[src/rtl/convcor_pkg.sv]
// Shared constants, FSM state type and convolution schedule bounds for the Convcor sequencer.
package convcor_pkg;

  localparam int unsigned DW    = 8;
  localparam int unsigned ACC_W = 18;
  localparam int unsigned N     = 3;

  localparam logic MODE_CONV = 1'b0;
  localparam logic MODE_CORR = 1'b1;

  typedef enum logic [1:0] {
    S_IDLE    = 2'd0,
    S_LOAD    = 2'd1,
    S_COMPUTE = 2'd2,
    S_OUTPUT  = 2'd3
  } state_e;

  // First/last k contributing to y[n] = sum a[k]*b[n-k] for an nn-sample frame.
  function automatic int unsigned conv_k_first(input int unsigned n, input int unsigned nn);
    return (n >= nn) ? n - nn + 1 : 0;
  endfunction

  function automatic int unsigned conv_k_last(input int unsigned n, input int unsigned nn);
    return (n < nn) ? n : nn - 1;
  endfunction

endpackage

[src/rtl/cplx_mac.sv]
// Single complex multiply-accumulate; optional conjugation of the b operand.
module cplx_mac #(
  parameter int unsigned DW    = 8,
  parameter int unsigned ACC_W = 18
) (
  input  logic                 clk,
  input  logic                 rst_n,
  input  logic                 clr,
  input  logic                 en,
  input  logic                 conj_b,
  input  logic [2*DW-1:0]      a,
  input  logic [2*DW-1:0]      b,
  output logic [2*ACC_W-1:0]   acc
);

  logic signed [DW-1:0]    ar, ai, br, bi;
  logic signed [2*DW-1:0]  p_rr, p_ii, p_ri, p_ir;
  logic signed [2*DW:0]    re_p, im_p;
  logic signed [ACC_W-1:0] re_ext, im_ext, re_base, im_base;
  logic signed [ACC_W-1:0] re_q, im_q, re_d, im_d;

  assign ar = a[2*DW-1:DW];
  assign ai = a[DW-1:0];
  assign br = b[2*DW-1:DW];
  assign bi = b[DW-1:0];

  assign p_rr = ar * br;
  assign p_ii = ai * bi;
  assign p_ri = ar * bi;
  assign p_ir = ai * br;

  // Conjugating b flips the sign of every bi term; negating the products avoids -(-128) overflow.
  always_comb begin
    if (conj_b) begin
      re_p = (2*DW+1)'(p_rr) + (2*DW+1)'(p_ii);
      im_p = (2*DW+1)'(p_ir) - (2*DW+1)'(p_ri);
    end else begin
      re_p = (2*DW+1)'(p_rr) - (2*DW+1)'(p_ii);
      im_p = (2*DW+1)'(p_ri) + (2*DW+1)'(p_ir);
    end
    re_ext  = ACC_W'(re_p);
    im_ext  = ACC_W'(im_p);
    re_base = clr ? '0 : re_q;
    im_base = clr ? '0 : im_q;
    re_d    = re_base + re_ext;
    im_d    = im_base + im_ext;
  end

  always_ff @(posedge clk or negedge rst_n) begin
    if (!rst_n) begin
      re_q <= '0;
      im_q <= '0;
    end else if (en) begin
      re_q <= re_d;
      im_q <= im_d;
    end
  end

  assign acc = {re_q, im_q};

endmodule

[src/rtl/convcor_sched.sv]
// Frame capture, product scheduling onto one cplx_mac, result buffering and output streaming.
module convcor_sched #(
  parameter int unsigned DW    = convcor_pkg::DW,
  parameter int unsigned ACC_W = convcor_pkg::ACC_W,
  parameter int unsigned N     = convcor_pkg::N
) (
  input  logic                 clk,
  input  logic                 rst_n,
  input  logic                 in_valid,
  input  logic [2*DW-1:0]      in_a,
  input  logic [2*DW-1:0]      in_b,
  input  logic                 in_mode,
  output logic                 out_valid,
  output logic [2*ACC_W-1:0]   out,
  output logic                 busy
);
  import convcor_pkg::*;

  localparam int unsigned NOUT = 2*N - 1;
  localparam int unsigned IW   = $clog2(N);
  localparam int unsigned RW   = $clog2(NOUT);

  state_e              state_q, state_d;
  logic                in_valid_q, mode_q, pend_q;
  logic [IW-1:0]       cnt_q, cnt_d, k_q, k_d;
  logic [RW-1:0]       n_q, n_d, rd_q, rd_d, pend_idx_q;
  logic [2*DW-1:0]     a_q [N];
  logic [2*DW-1:0]     b_q [N];
  logic [2*ACC_W-1:0]  res_q [NOUT];

  logic                start, corr, mac_en, mac_clr, k_done, n_done;
  logic [IW-1:0]       k_first, k_last, k_first_nx, b_idx;
  logic [RW-1:0]       n_last;
  logic [2*ACC_W-1:0]  acc, word;

  assign start = (state_q == S_IDLE) && in_valid && !in_valid_q;
  assign corr  = (mode_q == MODE_CORR);

  always_comb begin
    if (corr) begin
      k_first    = '0;
      k_last     = IW'(N - 1);
      k_first_nx = '0;
      n_last     = '0;
      b_idx      = k_q;
    end else begin
      k_first    = IW'(conv_k_first(32'(n_q), N));
      k_last     = IW'(conv_k_last(32'(n_q), N));
      k_first_nx = IW'(conv_k_first(32'(n_q) + 32'd1, N));
      n_last     = RW'(NOUT - 1);
      b_idx      = IW'(n_q - RW'(k_q));
    end
    k_done = (k_q == k_last);
    n_done = (n_q == n_last);
  end

  always_comb begin
    state_d = state_q;
    cnt_d   = cnt_q;
    k_d     = k_q;
    n_d     = n_q;
    rd_d    = rd_q;
    mac_en  = 1'b0;
    mac_clr = 1'b0;
    case (state_q)
      S_IDLE: begin
        if (start) begin
          state_d = S_LOAD;
          cnt_d   = IW'(1);
        end
      end
      S_LOAD: begin
        if (!in_valid) begin
          state_d = S_IDLE;
        end else if (cnt_q == IW'(N - 1)) begin
          state_d = S_COMPUTE;
          n_d     = '0;
          k_d     = '0;
        end else begin
          cnt_d = cnt_q + IW'(1);
        end
      end
      S_COMPUTE: begin
        mac_en  = 1'b1;
        mac_clr = (k_q == k_first);
        if (!k_done) begin
          k_d = k_q + IW'(1);
        end else if (!n_done) begin
          n_d = n_q + RW'(1);
          k_d = k_first_nx;
        end else begin
          state_d = S_OUTPUT;
          rd_d    = '0;
        end
      end
      S_OUTPUT: begin
        if (rd_q == n_last) begin
          state_d = S_IDLE;
          rd_d    = '0;
        end else begin
          rd_d = rd_q + RW'(1);
        end
      end
      default: state_d = S_IDLE;
    endcase
  end

  cplx_mac #(
    .DW    (DW),
    .ACC_W (ACC_W)
  ) u_mac (
    .clk    (clk),
    .rst_n  (rst_n),
    .clr    (mac_clr),
    .en     (mac_en),
    .conj_b (corr),
    .a      (a_q[k_q]),
    .b      (b_q[b_idx]),
    .acc    (acc)
  );

  // The accumulator is registered, so y[n-1] is banked when n's first product clears it;
  // the final word is banked one cycle late and forwarded from acc until then.
  always_ff @(posedge clk or negedge rst_n) begin
    if (!rst_n) begin
      state_q    <= S_IDLE;
      in_valid_q <= 1'b0;
      mode_q     <= 1'b0;
      cnt_q      <= '0;
      k_q        <= '0;
      n_q        <= '0;
      rd_q       <= '0;
      pend_q     <= 1'b0;
      pend_idx_q <= '0;
      for (int unsigned i = 0; i < N; i++) begin
        a_q[i] <= '0;
        b_q[i] <= '0;
      end
      for (int unsigned i = 0; i < NOUT; i++) begin
        res_q[i] <= '0;
      end
    end else begin
      state_q    <= state_d;
      in_valid_q <= in_valid;
      cnt_q      <= cnt_d;
      k_q        <= k_d;
      n_q        <= n_d;
      rd_q       <= rd_d;
      if (start) begin
        a_q[0] <= in_a;
        b_q[0] <= in_b;
        mode_q <= in_mode;
      end
      if (state_q == S_LOAD && in_valid) begin
        a_q[cnt_q] <= in_a;
        b_q[cnt_q] <= in_b;
      end
      if (mac_clr && n_q != '0) begin
        res_q[n_q - RW'(1)] <= acc;
      end
      if (mac_en && k_done && n_done) begin
        pend_q     <= 1'b1;
        pend_idx_q <= n_q;
      end else if (pend_q && state_q == S_OUTPUT) begin
        res_q[pend_idx_q] <= acc;
        pend_q            <= 1'b0;
      end
    end
  end

  assign word      = (pend_q && rd_q == pend_idx_q) ? acc : res_q[rd_q];
  assign out_valid = (state_q == S_OUTPUT);
  assign out       = out_valid ? word : '0;
  assign busy      = (state_q != S_IDLE) || start;

endmodule

[config.mk]
export PLATFORM = sky130hd
export DESIGN_NAME = convcor_sched
export DESIGN_NICKNAME = d
export VERILOG_FILES = /design/src/rtl/convcor_pkg.sv /design/src/rtl/cplx_mac.sv /design/src/rtl/convcor_sched.sv
export SDC_FILE = /design/constraint.sdc
export NUM_CORES = 1
export LEC_CHECK = 0
export ABC_AREA = 1
export ABC_CLOCK_PERIOD_IN_PS = 17600
export CAP_MARGIN = 20
export CORE_MARGIN = 3
export CORE_UTILIZATION = 25
export CTS_BUF_LIST = sky130_fd_sc_hd__clkbuf_8
export DETAILED_ROUTE_END_ITERATION = 10
export MAX_ROUTING_LAYER = met4
export PLACE_DENSITY = 0.48
export SKIP_CTS_REPAIR_TIMING = 1
export SYNTH_ARGS = -nofsm -noshare
export SYNTH_HDL_FRONTEND = slang
export SYNTH_HIERARCHICAL = 1
export SYNTH_SLANG_ARGS = --single-unit
[constraint.sdc]
create_clock -name clk -period 17.6 [get_ports clk]
set_clock_uncertainty 0.2 [all_clocks]
set_input_delay 1.76 -clock clk [delete_from_list [all_inputs] [get_ports clk]]
set_output_delay 1.76 -clock clk [all_outputs]
set_load 0.02 [all_outputs]
==> results.sh, run 1 <==
export IMPL_status="completed"
export IMPL_worstHoldPathType="reg -> reg"
export IMPL_hold_viol=0
export IMPL_path_clk_slew_ns=0.06
export IMPL_utilization_pct=28.4
export IMPL_fin_setup_tns_ns=0
export IMPL_startpoint_type="flop"
export IMPL_final_common_cell="nand2_1"
export IMPL_yosysSeqAreaShare_pct=27.3
export IMPL_syn_inst=4096
export IMPL_grt_usage_pct=14.8
export IMPL_fmax_mhz=98.5
export IMPL_cp_end_kind="flop"
export IMPL_period_needed_ns=10.16
export IMPL_insertion_delay_ns=0.66
export IMPL_die_h_um=354
export IMPL_rsz0062_at_grt="false"
export IMPL_ys_ff_latch=330
export IMPL_grt_pass1_wl_um=146000
export IMPL_cpMaxStageDelayCell="inv_1"
export IMPL_r2r_end="u_mac/re_q[17]$_DFFE_PN0P_"
export IMPL_crit_required_ns=17.92
export IMPL_wl_per_cell_um=15.5
export IMPL_synth_main_ff_cell="dfrtp_1"
export IMPL_stdcell_count=5769
export IMPL_final_area_um2=34200
export IMPL_viasPerCell=4.49
export IMPL_place_hpwl_um=61300
export IMPL_cts_htree_levels=3
export IMPL_maxCapViolations=0
export IMPL_setup_viol=0
export IMPL_reg2reg_from="k_q[0]$_DFFE_PN0P_"
export IMPL_synthArstFlopShare_pct=100
export IMPL_path_common_cell="nand2_1"
export IMPL_dpl_cell_area_um2=32800
export IMPL_initial_core_util_pct=25.2
export IMPL_antenna_left=0
export IMPL_reg2regPathDepth=49
export IMPL_layout_common_cells="1117 x nand2_1, 718 x inv_1, 329 x dfrtp_1"
export IMPL_first_pass_iters=5
export IMPL_synth_nets=4551
export IMPL_r2r_slack_ns=7.44
export IMPL_area_growth_pct=12.8
export IMPL_syn_avg_cell_area_um2=7.39
export IMPL_synth_edf_count=0
export IMPL_ys_warn_count=6
export IMPL_min_path_cells=2
export IMPL_grt_overflow_total=0
export IMPL_drt_iter0_markers=1644
export IMPL_vias=25900
export IMPL_slew_headroom_pct=31.9
export IMPL_pin_count=74
export IMPL_ys_types=44
export IMPL_coreArea_um2=120000
export IMPL_drive_gt1_share_pct=5.66
export IMPL_fin_crit_sh_pct=57.7
export IMPL_report_final_slew_viol_count=0
export IMPL_cts_sinks=330
export IMPL_path_class="reg -> reg"
export IMPL_antenna_found_initial=2
export IMPL_cts_buffers=67
export IMPL_clockRootBuffer="clkbuf_8"
export IMPL_clockBufferDepth=3
export IMPL_dieArea_um2=125000
export IMPL_syn_area_um2=30300
export IMPL_critPathArrivalTime_ns=10.48
export IMPL_dp_cells=5650
export IMPL_cts_tree="yes"
export IMPL_fin_nets=4562
export IMPL_critPathMaxFanout=37
export IMPL_worst_pin_slew_ns=1.02
export IMPL_wirelength_um=89600
export IMPL_rows=127
export IMPL_grt_pass1_vias=26300
export IMPL_gp_congestion=0.805
export IMPL_grt_max_degree=158
export IMPL_port_buffers=73
export IMPL_die_x_um=354
export IMPL_crit_path_max_incr_delay_ns=0.55
export IMPL_drc=0
synth_stat cells, types with 9 or more instances:
| cell | instances | area [um2] |
|---|---|---|
| a21oi_1 | 151 | 756 |
| a22oi_1 | 18 | 135 |
| a31oi_1 | 47 | 294 |
| buf_2 | 26 | 130 |
| buf_6 | 15 | 169 |
| clkbuf_1 | 143 | 537 |
| dfrtp_1 | 330 | 8260 |
| fa_1 | 224 | 4480 |
| ha_1 | 195 | 2440 |
| inv_1 | 699 | 2620 |
| nand2_1 | 1120 | 4200 |
| nand3_1 | 292 | 1460 |
| nand4_1 | 52 | 325 |
| nor2_1 | 213 | 800 |
| nor3_1 | 13 | 65.1 |
| o21ai_0 | 286 | 1430 |
| o21ai_1 | 12 | 60.1 |
| o21bai_1 | 9 | 67.6 |
| o22ai_1 | 23 | 144 |
| o31ai_1 | 15 | 113 |
| or2_2 | 18 | 113 |
| xnor2_1 | 59 | 517 |
| xor2_1 | 68 | 596 |
through the flow:
step,hold WS [ns],worst slack [ns]
after CTS,0.283,7.33
after global routing,0.302,6.31
after floorplan,0.248,9.17
after detailed placement,0.268,7.35
final,0.278,7.44
after global placement,0.261,7.41
worst max path at each step:
| stage | slack [ns] | end | cells after the start | start |
|---|---|---|---|---|
| 6_report | 7.44 | u_mac/re_q[17]$_DFFE_PN0P_ | 49 | k_q[0]$_DFFE_PN0P_ |
| 5_1_grt | 6.31 | u_mac/re_q[17]$_DFFE_PN0P_ | 48 | k_q[0]$_DFFE_PN0P_ |
| 3_3_place_gp | 7.41 | u_mac/re_q[17]$_DFFE_PN0P_ | 45 | k_q[0]$_DFFE_PN0P_ |
| 3_5_place_dp | 7.35 | u_mac/re_q[17]$_DFFE_PN0P_ | 45 | k_q[0]$_DFFE_PN0P_ |
| 2_1_floorplan | 9.17 | u_mac/im_q[17]$_DFFE_PN0P_ | 42 | n_q[0]$_DFFE_PN0P_ |
| 4_1_cts | 7.33 | u_mac/re_q[17]$_DFFE_PN0P_ | 45 | k_q[0]$_DFFE_PN0P_ |
layout make-up:
type	count	area [um2]
inverter	707	2660
antenna	2	5.00
fill	13200	86000
timing repair buffer	134	1220
clock buffer	84	1160
sequential	330	8260
multi-input combinational	2867	18600
tap	1612	2020
clock inverter	33	230
cells by family after synthesis:
logic type / Yosys count / synth area share [%]
xor gates and xnor gates: 127 / 3.67
AOI/OAI and AO/OA: 578 / 10.3
DFF: 330 / 27.3
buffers and inverters: 899 / 11.6
adders and majority gates: 419 / 22.9
and+or+nand+nor: 1743 / 24.2
per-layer routing:
layer	up-vias	GRT usage (%)	wire length, um
li1	12900	-	-
met1	12400	19.1	42000
met2	497	24.9	43000
met3	105	1.88	3330
met4	0	3.02	1240
met5	-	-	0
worst max-delay path, delay by kind of cell (launching register included):
| kind | cells | cell delay (ns) |
|---|---|---|
| adder cells (fa/ha/maj) | 7 | 2.92 |
| flip-flops | 1 | 0.35 |
| buffers and inverters | 11 | 2.17 |
| AO/OA/AOI/OAI | 9 | 1.47 |
| XOR/XNOR | 2 | 0.43 |
| AND/OR/NAND/NOR | 20 | 2.51 |
Power of run 1 is not shown: default switching activity piles up to over one toggle a cycle in this logic, so the estimate is an artifact.
==> inputs of run 2 (changes only) <==
--- a/config.mk
+++ b/config.mk
@@ -6,7 +6,7 @@
 export NUM_CORES = 1
 export LEC_CHECK = 0
 export ABC_AREA = 1
-export ABC_CLOCK_PERIOD_IN_PS = 17600
+export ABC_CLOCK_PERIOD_IN_PS = 10000
 export CAP_MARGIN = 20
 export CORE_MARGIN = 3
 export CORE_UTILIZATION = 25
==> constraint.sdc (replaced) <==
create_clock -name clk -period 10 [get_ports clk]
set_clock_uncertainty 0.2 [all_clocks]
set_input_delay 1 -clock clk [delete_from_list [all_inputs] [get_ports clk]]
set_output_delay 1 -clock clk [all_outputs]
set_load 0.02 [all_outputs]
==> results.sh, run 2 (synthesis results as in run 1) <==
export IMPL_wirelength_um=90600
export IMPL_viasPerCell=4.50
export IMPL_die_h_um=354
export IMPL_initial_core_util_pct=25.2
export IMPL_area_growth_pct=13.1
export IMPL_reg2reg_from="n_q[0]$_DFFE_PN0P_"
export IMPL_crit_path_max_incr_delay_ns=0.68
export IMPL_cts_tree="yes"
export IMPL_setup_worst_path_start="n_q[0]$_DFFE_PN0P_"
export IMPL_grt_overflow_total=0
export IMPL_clockBufferDepth=3
export IMPL_cts_htree_levels=2
export IMPL_grt_usage_pct=14.9
export IMPL_maxCapViolations=0
export IMPL_critPathMaxFanout=12
export IMPL_crit_required_ns=10.39
export IMPL_first_pass_iters=7
export IMPL_cts_buffers=60
export IMPL_worstHoldPathType="in -> async"
export IMPL_dieArea_um2=125000
export IMPL_layout_common_cells="1116 x nand2_1, 714 x inv_1, 328 x dfrtp_1"
export IMPL_rsz0062_at_grt="false"
export IMPL_fmax_mhz=111
export IMPL_drive_gt1_share_pct=5.90
export IMPL_pin_count=74
export IMPL_clockRootBuffer="clkbuf_8"
export IMPL_report_final_slew_viol_count=0
export IMPL_fin_nets=4566
export IMPL_cts_sinks=330
export IMPL_cpMaxStageDelayCell="fa_1"
export IMPL_die_x_um=354
export IMPL_port_buffers=73
export IMPL_vias=26000
export IMPL_antenna_found_initial=2
export IMPL_cp_end_kind="flop"
export IMPL_final_common_cell="nand2_1"
export IMPL_startpoint_type="flop"
export IMPL_grt_pass1_wl_um=147000
export IMPL_status="completed"
export IMPL_hold_viol=0
export IMPL_path_class="reg -> reg"
export IMPL_drt_iter0_markers=1656
export IMPL_place_hpwl_um=62700
export IMPL_fin_setup_tns_ns=0
export IMPL_path_clk_slew_ns=0.07
export IMPL_wl_per_cell_um=15.7
export IMPL_critPathArrivalTime_ns=9.39
export IMPL_setup_viol=0
export IMPL_insertion_delay_ns=0.72
export IMPL_slew_headroom_pct=33.6
export IMPL_fin_crit_sh_pct=90.0
export IMPL_period_needed_ns=9.00
export IMPL_gp_congestion=0.858
export IMPL_drc=0
export IMPL_grt_pass1_vias=26000
export IMPL_rows=127
export IMPL_antenna_left=0
export IMPL_coreArea_um2=120000
export IMPL_worst_pin_slew_ns=0.996
export IMPL_path_common_cell="nand2_1"
export IMPL_grt_max_degree=167
-- run 2: worst paths after layout --
check | endpoint | slack [ns] | cells after the start
hold reg to reg | flop | 0.28 | 2
setup / recovery | u_mac/re_q[17]$_DFFE_PN0P_ | 1.00 | 45
setup reg to reg | u_mac/re_q[17]$_DFFE_PN0P_ | 1.00 | 45
min in group clk | flop | 0.28 | 2
hold / removal | res_q[175]$_DFF_PN0_ | 0.13 | 1
max in group asynchronous | u_mac/im_q[15]$_DFFE_PN0P_ | 8.01 | 2
-- run 2: layer usage --
metal / GRT usage (%) / part of all wire, % / vias up
met2: 24.8 / 48 / 461
met3: 1.61 / 3.6 / 84
li1: - / - / 12900
met4: 2.44 / 1.3 / 0
met1: 19.7 / 47 / 12500
met5: - / 0 / -
-- run 2: final cells by class --
| cell class | instances | area [um2] |
|---|---|---|
| Clock buffer | 78 | 1070 |
| Tap cell | 1612 | 2020 |
| Multi-Input combinational cell | 2867 | 18600 |
| Fill cell | 13200 | 85900 |
| Antenna cell | 1 | 2.50 |
| Clock inverter | 29 | 270 |
| Sequential cell | 330 | 8260 |
| Timing Repair inverter | 1 | 7.51 |
| Timing Repair Buffer | 144 | 1310 |
| Inverter | 707 | 2660 |
-- run 2: worst max-delay path, delay by kind of cell, from the launching register on --
family | cells | cell delay, ns
XOR/XNOR | 2 | 0.35
flip-flops | 1 | 0.44
buffers and inverters | 10 | 1.22
AO/OA/AOI/OAI | 8 | 1.37
AND/OR/NAND/NOR | 17 | 1.90
adder cells (fa/ha/maj) | 8 | 3.43
-- run 2: through the flow --
step	hold WS (ns)	setup WS, ns	cells	area [um2]	util (%)
2_1_floorplan	0.248	1.57	4096	30300	-
6_report	0.133	1.00	5769	34200	28.5
3_5_place_dp	0.269	0.680	5658	32800	27.3
3_3_place_gp	0.264	0.782	5658	32800	27.3
4_1_cts	0.119	0.678	5765	34200	28.4
5_1_grt	0.153	0.0529	5769	34200	28.5
Power of run 2 is left out for the same reason.
